<file path="src/rtl/orca_pkg.sv">
`default_nettype none
// ============================================================================
// Package     : orca_pkg
// Description : Shared types, FSM state encoding and MMIO offsets for the
//               NoC packet sink (router local port -> processing element).
// Revision    : 1.0 - initial release
// ============================================================================
package orca_pkg;

    localparam int c_FLIT_W = 16;
    localparam int c_WORD_W = 32;

    typedef logic [c_WORD_W-1:0] word_t;
    typedef logic [c_FLIT_W-1:0] flit_t;

    // Receive FSM encoding; the value is exported on state_out[2:0].
    typedef enum logic [2:0] {
        S_HEADER   = 3'd0,
        S_SIZE     = 3'd1,
        S_WAIT_CMD = 3'd2,
        S_COPY     = 3'd3,
        S_DONE     = 3'd4
`ifdef DEST_CHECK_EN
        ,
        S_DROP     = 3'd5
`endif
    } sink_state_t;

    // CPU-visible register map of the receive engine.
    localparam word_t c_MMIO_RECV_SIZE = 32'h2000_0014;
    localparam word_t c_MMIO_RECV_ADDR = 32'h2000_0018;
    localparam word_t c_MMIO_RECV_CMD  = 32'h2000_001C;

endpackage : orca_pkg
`default_nettype wire

</file>
<file path="src/rtl/flit_fifo.sv">
`default_nettype none
// ============================================================================
// Module      : flit_fifo
// Description : Small synchronous flit buffer in front of the packet sink.
//               Storage is a register array read at the head pointer; credit
//               is registered so it stays low while in reset and rises one
//               cycle after reset is released.
// Revision    : 1.0 - initial release
// ============================================================================
module flit_fifo #(
    parameter int FLIT_WIDTH = 16,
    parameter int FIFO_DEPTH = 4
) (
    input  logic                  clock,
    input  logic                  reset,
    input  logic                  push_i,
    input  logic                  pop_i,
    input  logic [FLIT_WIDTH-1:0] data_i,
    output logic [FLIT_WIDTH-1:0] data_o,
    output logic                  full_o,
    output logic                  empty_o,
    output logic                  credit_o
);

    localparam int c_PTR_W = (FIFO_DEPTH > 1) ? $clog2(FIFO_DEPTH) : 1;
    localparam int c_CNT_W = c_PTR_W + 1;
    localparam logic [c_CNT_W-1:0] c_DEPTH = c_CNT_W'(FIFO_DEPTH);

    logic [FLIT_WIDTH-1:0] mem_q [FIFO_DEPTH];
    logic [c_PTR_W-1:0]    wr_ptr_q;
    logic [c_PTR_W-1:0]    rd_ptr_q;
    logic [c_CNT_W-1:0]    count_q;
    logic [c_CNT_W-1:0]    count_d;
    logic                  credit_q;
    logic                  do_push;
    logic                  do_pop;

    assign full_o   = (count_q == c_DEPTH);
    assign empty_o  = (count_q == '0);
    assign data_o   = mem_q[rd_ptr_q];
    assign credit_o = credit_q;

    // Qualify requests and compute the next occupancy.
    always_comb begin
        do_push = push_i && !full_o;
        do_pop  = pop_i && !empty_o;
        count_d = count_q;
        case ({do_push, do_pop})
            2'b10:   count_d = count_q + c_CNT_W'(1);
            2'b01:   count_d = count_q - c_CNT_W'(1);
            default: count_d = count_q;
        endcase
    end

    // Pointers, occupancy and credit; pointers wrap naturally (power-of-2 depth).
    always_ff @(posedge clock) begin
        if (reset) begin
            wr_ptr_q <= '0;
            rd_ptr_q <= '0;
            count_q  <= '0;
            credit_q <= 1'b0;
        end else begin
            if (do_push) wr_ptr_q <= wr_ptr_q + c_PTR_W'(1);
            if (do_pop)  rd_ptr_q <= rd_ptr_q + c_PTR_W'(1);
            count_q  <= count_d;
            credit_q <= (count_d != c_DEPTH);
        end
    end

    // Flit storage; contents are don't-care once the pointers are reset.
    always_ff @(posedge clock) begin
        if (do_push) mem_q[wr_ptr_q] <= data_i;
    end

endmodule : flit_fifo
`default_nettype wire

</file>
<file path="src/rtl/noc_packet_sink.sv">
`default_nettype none
// ============================================================================
// Module      : noc_packet_sink
// Description : Credit-based flit receiver terminating a router local port.
//               Reads header and size flits, raises a size interrupt, waits
//               for the CPU destination address and command, then packs
//               payload flit pairs into words written to the RAM data port
//               and pulses a completion interrupt.
//               Build option DEST_CHECK_EN: packets whose header differs from
//               ADDRESS are drained without writes and counted on
//               drop_count_out.
// Revision    : 1.0 - initial release
// ============================================================================
module noc_packet_sink
    import orca_pkg::*;
#(
    parameter int          MEMORY_WIDTH = 32,
    parameter int          FLIT_WIDTH   = 16,
    parameter int          RAM_MSIZE    = 65536,
    parameter logic [31:0] ADDRESS      = 32'h0000_0000,
    parameter int          FIFO_DEPTH   = 4
) (
    input  logic                    clock,
    input  logic                    reset,
    input  logic                    rx,
    input  logic [FLIT_WIDTH-1:0]   data_i,
    output logic                    credit_o,
    input  logic [31:0]             recv_addr_in,
    input  logic                    recv_cmd_in,
    output logic [31:0]             recv_size_out,
    output logic [31:0]             recv_addr_out,
    output logic [7:0]              state_out,
    output logic                    irq_size_out,
    output logic                    irq_done_out,
    output logic [31:0]             mem_addr_out,
    output logic [MEMORY_WIDTH-1:0] mem_data_out,
    output logic [3:0]              mem_wb_out
`ifdef DEST_CHECK_EN
    ,
    output logic [15:0]             drop_count_out
`endif
);

    localparam word_t c_ADDR_MASK = 32'(RAM_MSIZE - 1);

    // ------------------------------------------------------------------
    // Input buffer
    // ------------------------------------------------------------------
    logic [FLIT_WIDTH-1:0] fifo_data;
    logic                  fifo_full;
    logic                  fifo_empty;
    logic                  fifo_pop;
    logic                  fifo_push;

    assign fifo_push = rx && credit_o && !fifo_full;

    flit_fifo #(
        .FLIT_WIDTH (FLIT_WIDTH),
        .FIFO_DEPTH (FIFO_DEPTH)
    ) u_fifo (
        .clock    (clock),
        .reset    (reset),
        .push_i   (fifo_push),
        .pop_i    (fifo_pop),
        .data_i   (data_i),
        .data_o   (fifo_data),
        .full_o   (fifo_full),
        .empty_o  (fifo_empty),
        .credit_o (credit_o)
    );

    // ------------------------------------------------------------------
    // Receive FSM state and registered outputs
    // ------------------------------------------------------------------
    sink_state_t             state_q,    state_d;
    word_t                   size_q,     size_d;
    word_t                   addr_q,     addr_d;
    word_t                   remain_q,   remain_d;
    logic                    half_q,     half_d;
    logic [FLIT_WIDTH-1:0]   hi_q,       hi_d;
    logic                    irq_size_q, irq_size_d;
    logic                    irq_done_q, irq_done_d;
    word_t                   mem_addr_q, mem_addr_d;
    logic [MEMORY_WIDTH-1:0] mem_data_q, mem_data_d;
    logic [3:0]              mem_wb_q,   mem_wb_d;
`ifdef DEST_CHECK_EN
    logic                    bad_q,      bad_d;
    logic [15:0]             drop_q,     drop_d;
`endif

    logic                    do_write;
    logic [MEMORY_WIDTH-1:0] write_word;
    word_t                   flit_zext;

    assign flit_zext = {{(32-FLIT_WIDTH){1'b0}}, fifo_data};

    // Next-state, flit consumption and write-request decode.
    always_comb begin
        state_d    = state_q;
        size_d     = size_q;
        addr_d     = addr_q;
        remain_d   = remain_q;
        half_d     = half_q;
        hi_d       = hi_q;
        irq_size_d = irq_size_q;
        irq_done_d = 1'b0;
        mem_addr_d = mem_addr_q;
        mem_data_d = mem_data_q;
        mem_wb_d   = 4'h0;
        fifo_pop   = 1'b0;
        do_write   = 1'b0;
        write_word = '0;
`ifdef DEST_CHECK_EN
        bad_d      = bad_q;
        drop_d     = drop_q;
`endif

        case (state_q)
            S_HEADER: begin
                if (!fifo_empty) begin
                    fifo_pop = 1'b1;
                    state_d  = S_SIZE;
`ifdef DEST_CHECK_EN
                    bad_d    = (fifo_data[15:0] != ADDRESS[15:0]);
`endif
                end
            end

            S_SIZE: begin
                if (!fifo_empty) begin
                    fifo_pop = 1'b1;
                    size_d   = flit_zext;
`ifdef DEST_CHECK_EN
                    if (bad_q) begin
                        // Foreign packet: drain its payload silently.
                        remain_d = flit_zext;
                        state_d  = (flit_zext == '0) ? S_HEADER : S_DROP;
                        if (drop_q != 16'hFFFF) drop_d = drop_q + 16'd1;
                    end else begin
                        state_d    = S_WAIT_CMD;
                        irq_size_d = 1'b1;
                    end
`else
                    state_d    = S_WAIT_CMD;
                    irq_size_d = 1'b1;
`endif
                end
            end

            S_WAIT_CMD: begin
                if (recv_cmd_in) begin
                    addr_d     = recv_addr_in;
                    irq_size_d = 1'b0;
                    remain_d   = size_q;
                    half_d     = 1'b0;
                    if (size_q == '0) begin
                        state_d    = S_DONE;
                        irq_done_d = 1'b1;
                    end else begin
                        state_d = S_COPY;
                    end
                end
            end

            S_COPY: begin
                if (!fifo_empty) begin
                    fifo_pop = 1'b1;
                    remain_d = remain_q - 32'd1;
                    if (!half_q) begin
                        if (remain_q == 32'd1) begin
                            // Lone final flit of an odd-size packet.
                            do_write   = 1'b1;
                            write_word = {fifo_data, {FLIT_WIDTH{1'b0}}};
                        end else begin
                            hi_d   = fifo_data;
                            half_d = 1'b1;
                        end
                    end else begin
                        do_write   = 1'b1;
                        write_word = {hi_q, fifo_data};
                        half_d     = 1'b0;
                    end
                    if (remain_q == 32'd1) begin
                        state_d    = S_DONE;
                        irq_done_d = 1'b1;
                        half_d     = 1'b0;
                    end
                end
            end

            S_DONE: begin
                state_d = S_HEADER;
            end

`ifdef DEST_CHECK_EN
            S_DROP: begin
                if (!fifo_empty) begin
                    fifo_pop = 1'b1;
                    remain_d = remain_q - 32'd1;
                    if (remain_q == 32'd1) state_d = S_HEADER;
                end
            end
`endif

            default: begin
                state_d = S_HEADER;
            end
        endcase

        if (do_write) begin
            mem_addr_d = (addr_q & c_ADDR_MASK) >> 2;
            mem_data_d = write_word;
            mem_wb_d   = 4'hF;
            addr_d     = addr_q + 32'd4;
        end
    end

    // State and output registers; reset drops any partial packet.
    always_ff @(posedge clock) begin
        if (reset) begin
            state_q    <= S_HEADER;
            size_q     <= '0;
            addr_q     <= '0;
            remain_q   <= '0;
            half_q     <= 1'b0;
            hi_q       <= '0;
            irq_size_q <= 1'b0;
            irq_done_q <= 1'b0;
            mem_addr_q <= '0;
            mem_data_q <= '0;
            mem_wb_q   <= 4'h0;
`ifdef DEST_CHECK_EN
            bad_q      <= 1'b0;
            drop_q     <= '0;
`endif
        end else begin
            state_q    <= state_d;
            size_q     <= size_d;
            addr_q     <= addr_d;
            remain_q   <= remain_d;
            half_q     <= half_d;
            hi_q       <= hi_d;
            irq_size_q <= irq_size_d;
            irq_done_q <= irq_done_d;
            mem_addr_q <= mem_addr_d;
            mem_data_q <= mem_data_d;
            mem_wb_q   <= mem_wb_d;
`ifdef DEST_CHECK_EN
            bad_q      <= bad_d;
            drop_q     <= drop_d;
`endif
        end
    end

    assign recv_size_out = size_q;
    assign recv_addr_out = addr_q;
    assign state_out     = {5'b0, state_q};
    assign irq_size_out  = irq_size_q;
    assign irq_done_out  = irq_done_q;
    assign mem_addr_out  = mem_addr_q;
    assign mem_data_out  = mem_data_q;
    assign mem_wb_out    = mem_wb_q;
`ifdef DEST_CHECK_EN
    assign drop_count_out = drop_q;
`endif

endmodule : noc_packet_sink
`default_nettype wire

</file>
<file path="config.mk">
export PLATFORM = sky130hd
export DESIGN_NAME = noc_packet_sink
export DESIGN_NICKNAME = d
export VERILOG_FILES = /design/src/rtl/orca_pkg.sv /design/src/rtl/flit_fifo.sv /design/src/rtl/noc_packet_sink.sv
export SDC_FILE = /design/constraint.sdc
export NUM_CORES = 1
export LEC_CHECK = 0
export ABC_AREA = 1
export BUFFER_PORTS_ARGS = -buffer_cell sky130_fd_sc_hd__buf_2
export CAP_MARGIN = 20
export CELL_PAD_IN_SITES_DETAIL_PLACEMENT = 1
export CELL_PAD_IN_SITES_GLOBAL_PLACEMENT = 2
export CORE_ASPECT_RATIO = 1.2
export CORE_MARGIN = 3
export CORE_UTILIZATION = 32
export DETAILED_ROUTE_END_ITERATION = 16
export GPL_ROUTABILITY_DRIVEN = 0
export PLACE_DENSITY = 0.86
export RECOVER_POWER = 100
export SYNTH_ARGS = -nofsm -noshare
export SYNTH_HDL_FRONTEND = slang
export SYNTH_SLANG_ARGS = --single-unit
export TNS_END_PERCENT = 100
</file>
<file path="constraint.sdc">
create_clock -name clock -period 2.67 [get_ports clock]
set_input_delay 0.801 -clock clock [delete_from_list [all_inputs] [get_ports clock]]
set_output_delay 0.801 -clock clock [all_outputs]
set_load 0.02 [all_outputs]
</file>
==> out/summary.md, run 1 <==
Once routing completed, OpenROAD measured the worst setup slack at 0.286 ns. The arrival time of data at the critical path endpoint was 2.85 ns; the starting density of the core was 0.329. The Yosys step of the flow raised 0 warnings.

The tools report the sequential cell area in the final layout as 5100 um^2. Once the clock tree was built, the resizer swapped 0 gates to a different size. CTS saw 223 sinks. Worst vdd rail ir drop: 552 uV. In this run the worst path has a maximum fanout of 13. The count of TritonRoute iterations in the first routing pass was 5.

Across all hold checks on the routed design, the worst slack comes to 0.467 ns. Port buffering added 155 buffers. The tools report the total chip power as 12.5 mW. After the flow finishes, the layout carries non-filler instances totaling 2,032. OpenSTA, run right after detailed placement, puts the worst setup slack at 0.258 ns. The pin slew with the least headroom to its limit was 1.13 ns.

The number of endpoints with negative hold slack in the final report is 0. In this design, the stage delay of the slowest critical-path cell is 0.50 ns. The sum of routed wire length over all layers is 35,200 um. TritonCTS built the clock tree. The setup path with the least slack is of type flip-flop to flip-flop.

The number of clock buffers added by TritonCTS is 26. The clock reaches the later pin of the worst-skew pair after 0.53 ns. In this design, the critical path's most frequently occurring cell is sky130_fd_sc_hd__clkbuf_1. The clock skew after layout was 0.0185 ns. Counting I/O delays and the setup requirement, the final critical path takes 2.38 ns. The tools report the total negative slack for setup checks as 0 ns. The average instance in the mapped netlist occupies 7.64 um^2. In the synthesized netlist the dominant register cell turns out to be sky130_fd_sc_hd__dfxtp_1. The remaining routing DRC violations is 0.

The cell area reported after detailed placement is 12,000 um^2, and the core occupancy in the finished layout is 0.384. Cell accounting for the most synthesized area: sky130_fd_sc_hd__dfxtp_1. The netlist uses 42 different library cells. The achievable frequency was 419 MHz.

For this design, the slowest cell found on the critical path is sky130_fd_sc_hd__clkbuf_1. The sequential share of the synthesized area is 0.474. The remaining antenna violation count after routing was 0; the clock transition at the registers of the reported paths was 0.06 ns.

The row count was 72. Critical path startpoint category: a flip-flop. In this run the power density over the cells is 992 nW/um^2.

Endpoint type of the worst setup path: a flip-flop. The root cell of the clock tree was sky130_fd_sc_hd__clkbuf_16. With fillers left out, the area of the finished cells amounts to 12,600 um^2.

The number of synthesized register bits works out to 223. The area growth from synthesis to layout works out to 16.7%. The cell total after placement is 1,981. The number of max-capacitance violations reported was 0; the setup violation total in the final timing report was 0. Number of primary I/O pins: 195. The area share of the largest cell type after synthesis is 0.296. The tools report the initial antenna violation count as 2.

The proportion of register bits with asynchronous set or reset after synthesis works out to 0. Summed over all cells, the static leakage comes to 4.88 nW. In this run, post-CTS hold repair placed 0 buffers. For the H-tree depth reported by CTS, the log shows 1. The kind of cell with the highest combined delay along the critical path is buffers and inverters. After detailed routing, the number of vias per cell comes to 4.85. The share of layout cells above drive strength 1 was 0.0776; the summed instance area of the synthesized netlist was 10,800 um^2. By area the synthesized netlist is led by sky130_fd_sc_hd__dfxtp_1 (30%), sky130_fd_sc_hd__edfxtp_1 (18%), sky130_fd_sc_hd__nand2_1 (13%).

The final count of pins violating max slew is 0. The number of enable flip-flop cells after synthesis works out to 64. The logs give 10.3k for the via count of the first global-routing pass and 3 for the maximum clock insertion buffer count. The run gives 95 as the maximum number of pins on one net before global-route repair.

Together, buffers and inverters on the worst path number 4. Setup repair after global routing left no endpoint under its margin. The headroom to the max-slew limit came out at 0.244. The area of the core region was 32,700 um^2.

Dividing the detail-routed wire length by the instance count gives 17.3 um. The portion of the clock cycle consumed by the worst path in the final layout is 0.893, and the global-route wire length before repair is 55,200 um. The floorplan step defined a die boundary enclosing 35,900 um^2.

For this block, the via count after detailed routing is 9,863. For the worst setup path, the data required time is 3.13 ns. Synthesis handed over a netlist of 1,410 instances. Number of design-rule violations left by the first detailed-router iteration: 526. The tools report the global routing usage summed across all routing layers as 0.190.

For the total setup buffers inserted after CTS, the log shows 0. In the final layout, the multi-input gates occupy 4700 um^2. The logs give 0 for the remaining global-route overflow and 1,626 for the net count reported at finish. The flow ran to the end, and the final reports show no timing, DRC or antenna violations.

The layout has 4,133 filler cells. The detailed-placement wirelength estimate is 25,400 um. The floorplan step set the die height to 207 um. The signal on the critical path passes through clkbuf_1 -> inv_1 -> clkbuf_1 -> o21ai_0 -> o22ai_1 -> clkbuf_1 -> nand3_1 -> a21oi_1. In this run the worst hold path is classified as flip-flop to flip-flop.

Width of the die: 173 um.
-- Yosys cell counts, types with 9 or more instances --
cell type,number
sky130_fd_sc_hd__o21ai_0,85
sky130_fd_sc_hd__inv_1,103
sky130_fd_sc_hd__a21oi_1,147
sky130_fd_sc_hd__dfxtp_1,159
sky130_fd_sc_hd__nand3_1,59
sky130_fd_sc_hd__xnor2_1,13
sky130_fd_sc_hd__nor2_1,173
sky130_fd_sc_hd__clkbuf_1,32
sky130_fd_sc_hd__o22ai_1,12
sky130_fd_sc_hd__xor2_1,11
sky130_fd_sc_hd__nor3_1,9
sky130_fd_sc_hd__a211oi_1,10
sky130_fd_sc_hd__buf_4,44
sky130_fd_sc_hd__edfxtp_1,64
sky130_fd_sc_hd__a21oi_2,9
sky130_fd_sc_hd__nand2_1,359
sky130_fd_sc_hd__buf_2,19
sky130_fd_sc_hd__nand4_1,23
-- layout make-up --
cell class	count	share of cell area
sequential	223	0.406
inverter	112	0.0334
clock buffer	34	0.0558
tap	444	0.0442
clock inverter	14	0.0127
multi-input combinational	1007	0.374
antenna	3	0.000597
timing repair buffer	195	0.0734
-- state kept, by name, indices dropped and copies added, names as in the netlist, named ones only --
name,cells
irq_size_out,1
u_fifo.mem_q,64
mem_addr_out,14
mem_wb_out,1
remain_q,32
u_fifo.wr_ptr_q,2
recv_size_out,16
recv_addr_out,32
u_fifo.rd_ptr_q,2
u_fifo.count_q,3
irq_done_out,1
u_fifo.credit_o,1
mem_data_out,32
state_q,3
half_q,1
hi_q,16
-- cells by family (layout without fill, tap and decap cells) --
kind of cell,Yosys count,in the layout,share of synthesized area
compound gates,284,284,0.144
xor+xnor,24,24,0.0195
buf+inv,218,355,0.0982
other cells,1,42,0.000348
fa+ha+maj,9,9,0.0112
flops,223,223,0.474
simple gates,651,651,0.252
-- final timing paths --
path / start / to / slack, ns / cells past startpoint
min: recv_addr_out[0]$_SDFFE_PP0P_ / recv_addr_out[0]$_SDFFE_PP0P_ / 0.47 / 2
max reg2reg: flip-flop / mem_data_out[31]$_SDFFE_PP0P_ / 0.29 / 8
min reg2reg: recv_addr_out[0]$_SDFFE_PP0P_ / recv_addr_out[0]$_SDFFE_PP0P_ / 0.47 / 2
max: flip-flop / mem_data_out[31]$_SDFFE_PP0P_ / 0.29 / 8
-- placed cells by master, fill, tap and decap left out, types with 4 or more instances in the layout --
| cell | count |
|---|---|
| sky130_fd_sc_hd__nand2_1 | 361 |
| sky130_fd_sc_hd__nor2_1 | 175 |
| sky130_fd_sc_hd__dfxtp_1 | 159 |
| sky130_fd_sc_hd__a21oi_1 | 153 |
| sky130_fd_sc_hd__clkbuf_1 | 136 |
| sky130_fd_sc_hd__inv_1 | 106 |
| sky130_fd_sc_hd__o21ai_0 | 85 |
| sky130_fd_sc_hd__edfxtp_1 | 64 |
| sky130_fd_sc_hd__nand3_1 | 59 |
| sky130_fd_sc_hd__conb_1 | 39 |
| sky130_fd_sc_hd__buf_2 | 34 |
| sky130_fd_sc_hd__clkbuf_16 | 27 |
| sky130_fd_sc_hd__buf_4 | 25 |
| sky130_fd_sc_hd__nand4_1 | 23 |
| sky130_fd_sc_hd__xnor2_1 | 13 |
| sky130_fd_sc_hd__o22ai_1 | 12 |
| sky130_fd_sc_hd__nor3_1 | 11 |
| sky130_fd_sc_hd__xor2_1 | 11 |
| sky130_fd_sc_hd__a211oi_1 | 10 |
| sky130_fd_sc_hd__a32oi_1 | 8 |
| sky130_fd_sc_hd__o211ai_1 | 8 |
| sky130_fd_sc_hd__ha_1 | 8 |
| sky130_fd_sc_hd__nand3b_1 | 7 |
| sky130_fd_sc_hd__clkinv_1 | 6 |
| sky130_fd_sc_hd__nor2_2 | 5 |
| sky130_fd_sc_hd__clkinvlp_4 | 4 |
| sky130_fd_sc_hd__clkbuf_2 | 4 |
-- tightest hold or removal path, cell delays in order (launching register included) --
cell	delay (ns)
sky130_fd_sc_hd__dfxtp_1	0.31
sky130_fd_sc_hd__nand2_1	0.06
sky130_fd_sc_hd__a21oi_1	0.05
-- layer usage --
metal,vias to the layer above,GRT usage,share of wire
li1,4872,-,-
met1,4727,0.235,0.43
met2,212,0.349,0.50
met3,52,0.0241,0.042
met4,0,0.0533,0.026
met5,-,0,0
-- power breakdown --
group | switching (mW) | total [mW] | internal [mW] | leakage [nW]
Sequential | 0.409 | 4.33 | 3.92 | 1.87
Clock | 1.47 | 3.62 | 2.15 | 0.408
Combinational | 3.15 | 4.52 | 1.37 | 2.60
Power figures use the tool's default switching activity.
==> run 2: changes to the inputs <==
--- a/config.mk
+++ b/config.mk
@@ -12,10 +12,10 @@
 export CELL_PAD_IN_SITES_GLOBAL_PLACEMENT = 2
 export CORE_ASPECT_RATIO = 1.2
 export CORE_MARGIN = 3
-export CORE_UTILIZATION = 32
+export CORE_UTILIZATION = 34
 export DETAILED_ROUTE_END_ITERATION = 16
 export GPL_ROUTABILITY_DRIVEN = 0
-export PLACE_DENSITY = 0.86
+export PLACE_DENSITY = 0.9
 export RECOVER_POWER = 100
 export SYNTH_ARGS = -nofsm -noshare
 export SYNTH_HDL_FRONTEND = slang
==> constraint.sdc (replaced) <==
create_clock -name clock -period 3.1 [get_ports clock]
set_input_delay 0.93 -clock clock [delete_from_list [all_inputs] [get_ports clock]]
set_output_delay 0.93 -clock clock [all_outputs]
set_load 0.02 [all_outputs]
==> out/summary.md, run 2 (same netlist as run 1, synthesis figures left out) <==
The flow ran to the end, and the final reports show no timing, DRC or antenna violations. Summed over all cells, the static leakage comes to 4.81 nW. Global routing finished with a remaining overflow of 0. The required time of the critical path came out at 3.49 ns. The share of layout cells above drive strength 1 was 0.0677.

The number of hold buffers added after CTS was 0. The headroom to the max-slew limit came out at 0.111. The first detailed-routing pass ran for 5 iterations. The clock insertion delay at the later pin of the skew report is 0.53 ns. The number of setup buffers added after CTS is 0.

In this run the worst path has a maximum fanout of 19. The total via count after detailed routing is 9,790. CTS saw 223 sinks. The run gives 1 as the initial antenna violation count. The critical path goes through inv_1 -> nand3_1 -> nand2_1 -> nand2_1 -> nand2_1 -> clkbuf_1 -> nor3_1 -> o21ai_0 -> a21oi_1. The pin slew with the least headroom to its limit was 1.33 ns; the setup violation total in the final timing report was 0.

The logs give 0.349 for the starting density of the core and 396 MHz for the achievable frequency. The most common cell after layout, fill and taps aside was sky130_fd_sc_hd__nand2_1. Ranked by flip-flop count, first place goes to u_fifo.mem_q. The die extent in y was 201 um. The global routing usage summed across all routing layers is 0.198.

In the final layout, the multi-input gates occupy 4700 um^2. Kind of cell adding the most delay to the critical path: simple AND/OR/NAND/NOR gates. The clock group share of total power was 0.302; the arrival time of data at the critical path endpoint was 2.91 ns. The port buffer count is 155, and the global-route wire length before repair is 54,800 um.

The portion of the clock cycle consumed by the worst path in the final layout was 0.816. The classification of the worst setup path was flip-flop to flip-flop. The slowest stage of the critical path belongs to the cell sky130_fd_sc_hd__clkbuf_1.

The number of buffers created by CTS is 25. The number of max-capacitance violations reported is 0. The portion of total power attributed to sequential cells is 0.347, and the H-tree depth reported by CTS is 1.

Setup repair after global routing left no endpoint under its margin. The tree is rooted in a sky130_fd_sc_hd__clkbuf_16. The run gives 10.0k as the via count of the first global-routing pass. The area of the core region is 30,800 um^2. The combinational fraction of design power was 0.351; the clock transition at the registers of the reported paths was 0.06 ns. The number of primary I/O pins is 195, and the number of endpoints with negative hold slack in the final report is 0. The floorplan has 70 rows.

The switching power as a share of total power came out at 0.398. In this run the power spent charging and discharging nets is 4.28 mW. The clock passes through at most 3 buffers.

The worst setup path is captured at a flip-flop. The delay contributed by the slowest stage of the critical path was 0.73 ns. On the final layout, the worst clock skew is 0.0144 ns. The path category of the worst min-delay check was flip-flop to flip-flop. For the post-cts sizing count, the log shows 0. The logs give 0 for the remaining routing DRC violations and 0 for the final count of pins violating max slew. The total chip power was 10.8 mW; the detailed-placement wirelength estimate was 24,400 um. The number of filler cells placed in the layout is 3,942. The internal power is 6.47 mW. VDD sags by at most 481 uV. TritonCTS built the clock tree. The library cells used most frequently in the layout, excluding fill and tap cells, are sky130_fd_sc_hd__nand2_1 (362), sky130_fd_sc_hd__nor2_1 (175), sky130_fd_sc_hd__dfxtp_1 (159), sky130_fd_sc_hd__a21oi_1 (152), sky130_fd_sc_hd__clkbuf_1 (135). The clock period could shrink to 2.53 ns. The average via count per standard cell works out to 4.99. The floorplan step defined a die boundary enclosing 33,800 um^2. The floorplan step set the die width to 168 um.

For this block, the routed nets add up to 34,700 um of wire. The first routing iteration left 526 violations. The area growth from synthesis to layout is 15.3%. Critical path startpoint category: a flip-flop. For the net count reported at finish, the log shows 1,609. Most prevalent standard cell on the critical path: sky130_fd_sc_hd__nand2_1. The register with the most flip-flops in the layout has 64 of them. The sequential cell area in the final layout is 5100 um^2, and the remaining antenna violation count after routing is 0. Entering global routing, the biggest net connects 95 pins. Counting both buffers and inverters, the worst setup path holds a total of 2.

The mean routed wirelength per cell was 17.7 um; the total power density per cell area was 866 nW/um^2. After routing, the total negative slack on setup checks comes to 0 ns.
## run 2: changes by cell type in the layout (fill, tap and decap cells not counted), moves of 2 or more
cell / previous run / this run
sky130_fd_sc_hd__bufinv_16: 3 / 6
sky130_fd_sc_hd__clkinv_2: 3 / 1
sky130_fd_sc_hd__clkbuf_2: 4 / 2
sky130_fd_sc_hd__clkbuf_16: 27 / 25
sky130_fd_sc_hd__buf_4: 25 / 10
sky130_fd_sc_hd__diode_2: 3 / 1
## run 2: worst register-to-register path: stages (launching register included)
cell and delay, ns:
sky130_fd_sc_hd__dfxtp_1 0.33, sky130_fd_sc_hd__inv_1 0.10, sky130_fd_sc_hd__nand3_1 0.21, sky130_fd_sc_hd__nand2_1 0.26, sky130_fd_sc_hd__nand2_1 0.12, sky130_fd_sc_hd__nand2_1 0.10
sky130_fd_sc_hd__clkbuf_1 0.73, sky130_fd_sc_hd__nor3_1 0.25, sky130_fd_sc_hd__o21ai_0 0.23, sky130_fd_sc_hd__a21oi_1 0.07
## run 2: layer usage
metal | part of all wire | track usage
met3 | 0.043 | 0.0260
met1 | 0.42 | 0.248
met5 | 0 | 0
met2 | 0.51 | 0.358
met4 | 0.025 | 0.0506
## run 2: through the flow
| step | std cells | setup WS (ns) | utilization | hold slack [ns] | cell area [um^2] |
|---|---|---|---|---|---|
| 3_3_place_gp | 1917 | 0.504 | 0.382 | 0.446 | 11800 |
| 6_report | 1963 | 0.572 | 0.403 | 0.462 | 12400 |
| 2_1_floorplan | 1448 | 0.756 | - | 0.436 | 10900 |
| 5_1_grt | 1963 | 0.296 | 0.403 | 0.489 | 12400 |
| 3_5_place_dp | 1917 | 0.453 | 0.382 | 0.451 | 11800 |
| 4_1_cts | 1962 | 0.727 | 0.411 | 0.461 | 12700 |
## run 2: power by group through the flow
stage          clock [mW]  combinational [mW]  sequential [mW]
6_report             3.25                3.78             3.73
3_5_place_dp            0                3.91             3.79
3_3_place_gp            0                3.80             3.78
2_1_floorplan           0                2.58             3.81
4_1_cts              3.34                3.94             3.73
5_1_grt              3.46                4.26             3.78
## run 2: final timing paths
kind | slack (ns) | to | cells after the start | start
max | 0.57 | remain_q[17]$_SDFFE_PP0P_ | 9 | u_fifo.count_q[1]$_SDFF_PP0_
min | 0.46 | mem_data_out[15]$_SDFFE_PP0P_ | 2 | mem_data_out[15]$_SDFFE_PP0P_
max reg2reg | 0.57 | remain_q[17]$_SDFFE_PP0P_ | 9 | u_fifo.count_q[1]$_SDFF_PP0_
min reg2reg | 0.46 | mem_data_out[15]$_SDFFE_PP0P_ | 2 | mem_data_out[15]$_SDFFE_PP0P_
## run 2: final cells by class
cell class	instances	share of cell area
Tap cell	396	0.0399
Antenna cell	1	0.000202
Inverter	112	0.0339
Multi-Input combinational cell	1007	0.378
Sequential cell	223	0.411
Clock buffer	31	0.0530
Timing Repair Buffer	179	0.0647
Clock inverter	14	0.0187
